<file path="src/rtl/fifo_pkg.sv">
// Shared types and constants for the FIFO controller slice.
//   out_state_t   : output-stage state (OUT_EMPTY / OUT_VALID)
//   ALMOST_MARGIN : headroom below DEPTH at which almost_full asserts
//   fifo_depth()  : entry count for a given bram address width
package fifo_pkg;

  localparam int ALMOST_MARGIN = 4;

  typedef enum logic {
    OUT_EMPTY = 1'b0,
    OUT_VALID = 1'b1
  } out_state_t;

  function automatic int unsigned fifo_depth(input int unsigned addr_width);
    return 32'd1 << addr_width;
  endfunction

endpackage

</file>
<file path="src/rtl/fifo_ptr.sv">
// Wrapping bram address pointer; used for both the write and the read side.
// Ports:
//   clk  : clock
//   rst  : synchronous active-high reset, clears the pointer
//   inc  : advance by one this cycle (DEPTH-1 wraps to 0)
//   ptr  : current pointer value
module fifo_ptr #(
  parameter int ADDR_WIDTH = 11
) (
  input  logic                  clk,
  input  logic                  rst,
  input  logic                  inc,
  output logic [ADDR_WIDTH-1:0] ptr
);

  // DEPTH is a power of two, so natural overflow is the wrap.
  always_ff @(posedge clk) begin
    if (rst)
      ptr <= '0;
    else if (inc)
      ptr <= ptr + ADDR_WIDTH'(1);
  end

endmodule

</file>
<file path="src/rtl/fifo_ctrl.sv">
// Pointer/handshake controller turning a dual-port bram (1-cycle registered
// read) into a first-word-fall-through FIFO.
// Optional status outputs are enabled by defining FIFO_CTRL_STATUS_EN; without
// it level/almost_full/almost_empty are tied to 0.
// Ports:
//   clk, rst                      : clock, synchronous active-high reset
//   s_valid/s_ready/s_data        : upstream push handshake
//   m_valid/m_ready/m_data        : downstream pop handshake (m_data = bram_doutb)
//   bram_wea/bram_addra/bram_dina : bram write port
//   bram_enb/bram_addrb           : bram read port
//   bram_doutb                    : bram registered read data
//   level/almost_full/almost_empty: occupancy status
//
// Output FSM:
//   state     | meaning
//   OUT_EMPTY | no word on m_data, m_valid=0
//   OUT_VALID | bram_doutb holds the head word, m_valid=1
module fifo_ctrl
  import fifo_pkg::*;
#(
  parameter int ADDR_WIDTH = 11,
  parameter int DATA_WIDTH = 15
) (
  input  logic                  clk,
  input  logic                  rst,
  input  logic                  s_valid,
  output logic                  s_ready,
  input  logic [DATA_WIDTH-1:0] s_data,
  output logic                  m_valid,
  input  logic                  m_ready,
  output logic [DATA_WIDTH-1:0] m_data,
  output logic                  bram_wea,
  output logic [ADDR_WIDTH-1:0] bram_addra,
  output logic [DATA_WIDTH-1:0] bram_dina,
  output logic                  bram_enb,
  output logic [ADDR_WIDTH-1:0] bram_addrb,
  input  logic [DATA_WIDTH-1:0] bram_doutb,
  output logic [ADDR_WIDTH:0]   level,
  output logic                  almost_full,
  output logic                  almost_empty
);

  localparam int unsigned DEPTH = fifo_depth(ADDR_WIDTH);
  localparam int CW = ADDR_WIDTH + 1;

  out_state_t       state;
  logic [CW-1:0]    mem_cnt;
  logic [CW-1:0]    mem_cnt_nxt;
  logic             full;
  logic             s_fire;
  logic             rd_fire;

  // mem_cnt counts words still in the bram; the word on m_data is not included.
  assign full    = (mem_cnt == CW'(DEPTH));
  assign s_ready = ~full;
  assign s_fire  = s_valid & s_ready;
  // A read is issued only once the output slot is free or being vacated, and
  // only for words whose write edge has already happened (mem_cnt registered).
  assign rd_fire = (mem_cnt != '0) & (~m_valid | m_ready);

  assign bram_wea  = s_fire;
  assign bram_dina = s_data;
  assign bram_enb  = rd_fire;
  assign m_data    = bram_doutb;
  assign m_valid   = (state == OUT_VALID);

  always_comb begin
    mem_cnt_nxt = mem_cnt;
    case ({s_fire, rd_fire})
      2'b10:   mem_cnt_nxt = mem_cnt + CW'(1);
      2'b01:   mem_cnt_nxt = mem_cnt - CW'(1);
      default: mem_cnt_nxt = mem_cnt;
    endcase
  end

  always_ff @(posedge clk) begin
    if (rst) begin
      mem_cnt <= '0;
      state   <= OUT_EMPTY;
    end else begin
      mem_cnt <= mem_cnt_nxt;
      case (state)
        OUT_EMPTY: if (rd_fire) state <= OUT_VALID;
        OUT_VALID: if (m_ready && !rd_fire) state <= OUT_EMPTY;
        default:   state <= OUT_EMPTY;
      endcase
    end
  end

  fifo_ptr #(.ADDR_WIDTH(ADDR_WIDTH)) u_wr_ptr (
    .clk (clk),
    .rst (rst),
    .inc (s_fire),
    .ptr (bram_addra)
  );

  fifo_ptr #(.ADDR_WIDTH(ADDR_WIDTH)) u_rd_ptr (
    .clk (clk),
    .rst (rst),
    .inc (rd_fire),
    .ptr (bram_addrb)
  );

`ifdef FIFO_CTRL_STATUS_EN
  logic          m_valid_nxt;
  logic [CW-1:0] level_nxt;

  // Status is registered from next-cycle values so level equals the true
  // occupancy (bram words + output word) seen alongside m_valid/s_ready.
  assign m_valid_nxt = rd_fire | (m_valid & ~m_ready);
  assign level_nxt   = mem_cnt_nxt + CW'(m_valid_nxt);

  always_ff @(posedge clk) begin
    if (rst) begin
      level        <= '0;
      almost_full  <= 1'b0;
      almost_empty <= 1'b0;
    end else begin
      level        <= level_nxt;
      almost_full  <= (level_nxt >= CW'(DEPTH - ALMOST_MARGIN));
      almost_empty <= (level_nxt <= CW'(1));
    end
  end
`else
  assign level        = '0;
  assign almost_full  = 1'b0;
  assign almost_empty = 1'b0;
`endif

endmodule

</file>
<file path="config.mk">
export PLATFORM = sky130hd
export DESIGN_NAME = fifo_ctrl
export DESIGN_NICKNAME = d
export VERILOG_FILES = /design/src/rtl/fifo_pkg.sv /design/src/rtl/fifo_ptr.sv /design/src/rtl/fifo_ctrl.sv
export SDC_FILE = /design/constraint.sdc
export NUM_CORES = 1
export LEC_CHECK = 0
export ABC_CLOCK_PERIOD_IN_PS = 7990
export BUFFER_PORTS_ARGS = -buffer_cell sky130_fd_sc_hd__clkbuf_2
export CORE_MARGIN = 1
export CORE_UTILIZATION = 52
export DETAILED_ROUTE_END_ITERATION = 8
export PLACE_DENSITY_LB_ADDON = 0.08
export SLEW_MARGIN = 15
export SYNTH_ARGS = -nofsm -noshare
export SYNTH_HDL_FRONTEND = slang
export SYNTH_HIERARCHICAL = 1
export SYNTH_SLANG_ARGS = --single-unit
</file>
<file path="constraint.sdc">
create_clock -name clk -period 7.99 [get_ports clk]
set_clock_uncertainty 0.15 [all_clocks]
set_input_delay 0.799 -clock clk [delete_from_list [all_inputs] [get_ports clk]]
set_output_delay 0.799 -clock clk [all_outputs]
set_load 0.05 [all_outputs]
</file>
==> reports/summary.txt <==
Lkg Pwr - 1.043 nW
min Tclk post-route - 3852 ps
Final Hold Viols - 0
Die X-Extent - 69.65 microns
sequential-to-total area share from yosys stat - 0.2944
Cell Pwr Density - 308.3 nW/um^2
CTS sink count - 35
share of layout cells above drive strength 1 - 0.1590
core area - 4384 sq um
run status - finished, final reports clean
r2r setup slk - 4180 ps
Async SR Flop Fraction - 0
Worst-path clk slew - 70 ps
cts repair resizes - 0
switching share of power - 0.4525
CTS root buf - clkbuf_8
main combinational cell family by area after synthesis - simple AND/OR/NAND/NOR gates
most common cell after layout, fill and taps aside - dfxtp_1
WL/cell - 13.50 microns
RSZ-0062 raised after global routing - false
Syn Std Cell Area - 2380 sq um
VDD IR max - 0.1743 mV
Yosys top cell area share - 0.2944
Worst R2R Start - mem_cnt[0]
Hold WC Path Type - flop to flop
internal power - 0.3974 mW
Post-CTS Setup Inserts - 0
fin area - 2355 sq um
Area contributors post-synth - dfxtp_1, buf_4, ha_1
Post-Layout Cell Count - 335
max incr delay on CP - 630 ps
setup tns final - 0 ps
Yosys warning count - 6
drt drc - 0
Hold Path Cell Cnt - 2
Register Area - 700.7 sq um
Final period util - 0.4821
number of global-route vias before repair - 1,680
Most Frequent Cell on Critical Path - ha_1
vias - 1,872
H-tree depth - 2
antenna violations before repair - 0
Startpoint Class - primary input
Initial Util - 0.5428
Final setup viols - 0
Final Power - 0.7259 mW
worst path buffer plus inverter count - 1
most frequent cells in the layout - dfxtp_1, clkbuf_2, nor2_1
top_reg_cell synth - dfxtp_1
area fraction in compound gates after synthesis - 0.1377
CTS tree - done
HP Start - u_wr_ptr/ptr[9]
critical path endpoint category - flop
Worst Tran Pin Value - 809.0 ps
CP Cell Sequence - clkbuf_2, nand2b_1, nor2b_1, ha_1, ha_1, a21oi_1, o221ai_1, o31ai_1, mux2i_1, xor2_1, nor2_1
maxcap violations - 0
Post-Synth Adder-Cell Area - 0.07676
CP Class - primary input to flop
CP top delay family - adder cells
Gate power share - 0.507
CP Data Arrival Time - 3840 ps
Yosys reg bits - 35
area share of and/or/nand/nor cells after synthesis - 0.2387
Area after DPL - 2267 sq um
EDFF count, synth - 0
Detail Route Antenna Nets - 0
via-per-instance ratio - 5.588
Syn Inst Count - 285
DP Worst Slack - 3874 ps
relative slew slack - 0.4607
WL final - 4521 microns
Reg power frac - 0.314
mux cell area share after synthesis - 0.02629
GPL Wtd Cong - 0.8370
Iteration-0 DRC Markers - 124
detailed placement HPWL - 3145 microns
GRT Util Overall - 0.1928
Critical Path RT - 7980 ps
Synth area leader - dfxtp_1
DIE HEIGHT - 69.65 microns
ANT cells - 0
Layout area overhead - -1.051%
Buffers on Ports - 29
Crit-path slowest cell - nor2b_1
Clk Latency, worst-skew pair - 280 ps
post-route setup slack - 4138 ps
Clk pwr share - 0.179
CTS Buffer Depth - 2
post-synthesis cell type count - 45
area used by multi-input combinational logic - 1308 sq um
Peak Freq - 259.6 MHz
syn_area_per_cell - 8.350 sq um
critical path fanouts, max - 12
largest net degree at the start of global routing - 41
nets@finish - 331
hold worst-path end - u_wr_ptr/ptr[9]
Die Area - 4851 sq um
IO Pins - 104
switching pwr - 0.3285 mW
fill cell total of the finished layout - 415
first-pass GRT wire length - 7748 microns
std cell rows - 24
grt ovf - 0
DRT Pass-1 Iters - 4
XOR/XNOR Fraction of Synth Area - 0.04784
CTS Buf Count - 5
DP Cell Count - 328
CTS Hold Bufs - 0
Worst Reg2Reg Path Length in Cells - 12
worst r2r dst - mem_cnt[11]
max-slew violation count - 0
==> power groups by stage <==
stage | sequential (mW) | combinational [mW] | clock, mW
2_1_floorplan | 0.254 | 0.328 | 0
3_3_place_gp | 0.232 | 0.362 | 0
3_5_place_dp | 0.232 | 0.365 | 0
4_1_cts | 0.228 | 0.366 | 0.134
5_1_grt | 0.232 | 0.411 | 0.143
6_report | 0.228 | 0.368 | 0.130
==> tightest hold or removal path, cell delays in order (launching register included) <==
cell and delay [ps]:
dfxtp_1 330, o31ai_1 70, a21oi_1 60
==> per-stage QoR <==
stage	util	hold WS, ps
finish	0.5371	352.7
global route	0.5371	381.9
CTS	0.5371	351.8
detailed placement	0.5171	339.6
global placement	0.5171	334.7
floorplan	-	318.3
==> metal layers <==
metal,global-route usage,share of wire
met5,0,0
met4,0.06667,0.012
met3,0.04942,0.048
met2,0.2956,0.43
met1,0.2629,0.51
==> state kept, by name, summed over array words and instances (netlist names) <==
signal and count:
u_wr_ptr/ptr 11, m_valid 1, u_rd_ptr/ptr 11, mem_cnt 12
==> cell usage after synthesis, types with 4 or more instances <==
cell type,n
o21ai_0,6
mux2i_1,4
inv_1,13
a21oi_1,20
nor3_1,5
clkbuf_1,5
dfxtp_1,35
o31ai_1,10
nand2_1,18
nor4_1,5
xnor2_1,5
xor2_1,8
or4_1,9
buf_4,44
ha_1,13
nand4_1,7
nand3_1,7
nor2_1,28
nor2b_1,5
or3_1,5
==> cells by family after synthesis <==
logic type / count (synthesis)
AOI/OAI and AO/OA: 51
xor gates and xnor gates: 13
adders and majority gates: 14
buffers and inverters: 64
DFF: 35
muxes: 6
other: 1
and+or+nand+nor: 101
==> final cells by class <==
| class | instances | share of cell area |
|---|---|---|
| clock buffers | 6 | 0.03507 |
| clock inverters | 1 | 0.002125 |
| inverters | 13 | 0.02072 |
| multi-input cells | 199 | 0.5553 |
| flip-flops and latches | 35 | 0.2976 |
| well taps | 52 | 0.02763 |
| repair buffers | 29 | 0.06164 |
==> worst max path at each step <==
stage / start / to / slack [ps] / cells after the start
after floorplan: m_ready / mem_cnt[11] / 4080 / 10
after global placement: m_ready / mem_cnt[11] / 3930 / 11
after detailed placement: m_ready / mem_cnt[11] / 3870 / 11
after CTS: m_ready / mem_cnt[11] / 4170 / 11
after global routing: mem_cnt[0] / mem_cnt[11] / 3810 / 12
final: m_ready / mem_cnt[11] / 4140 / 11
(Power assumes the default switching activity.)
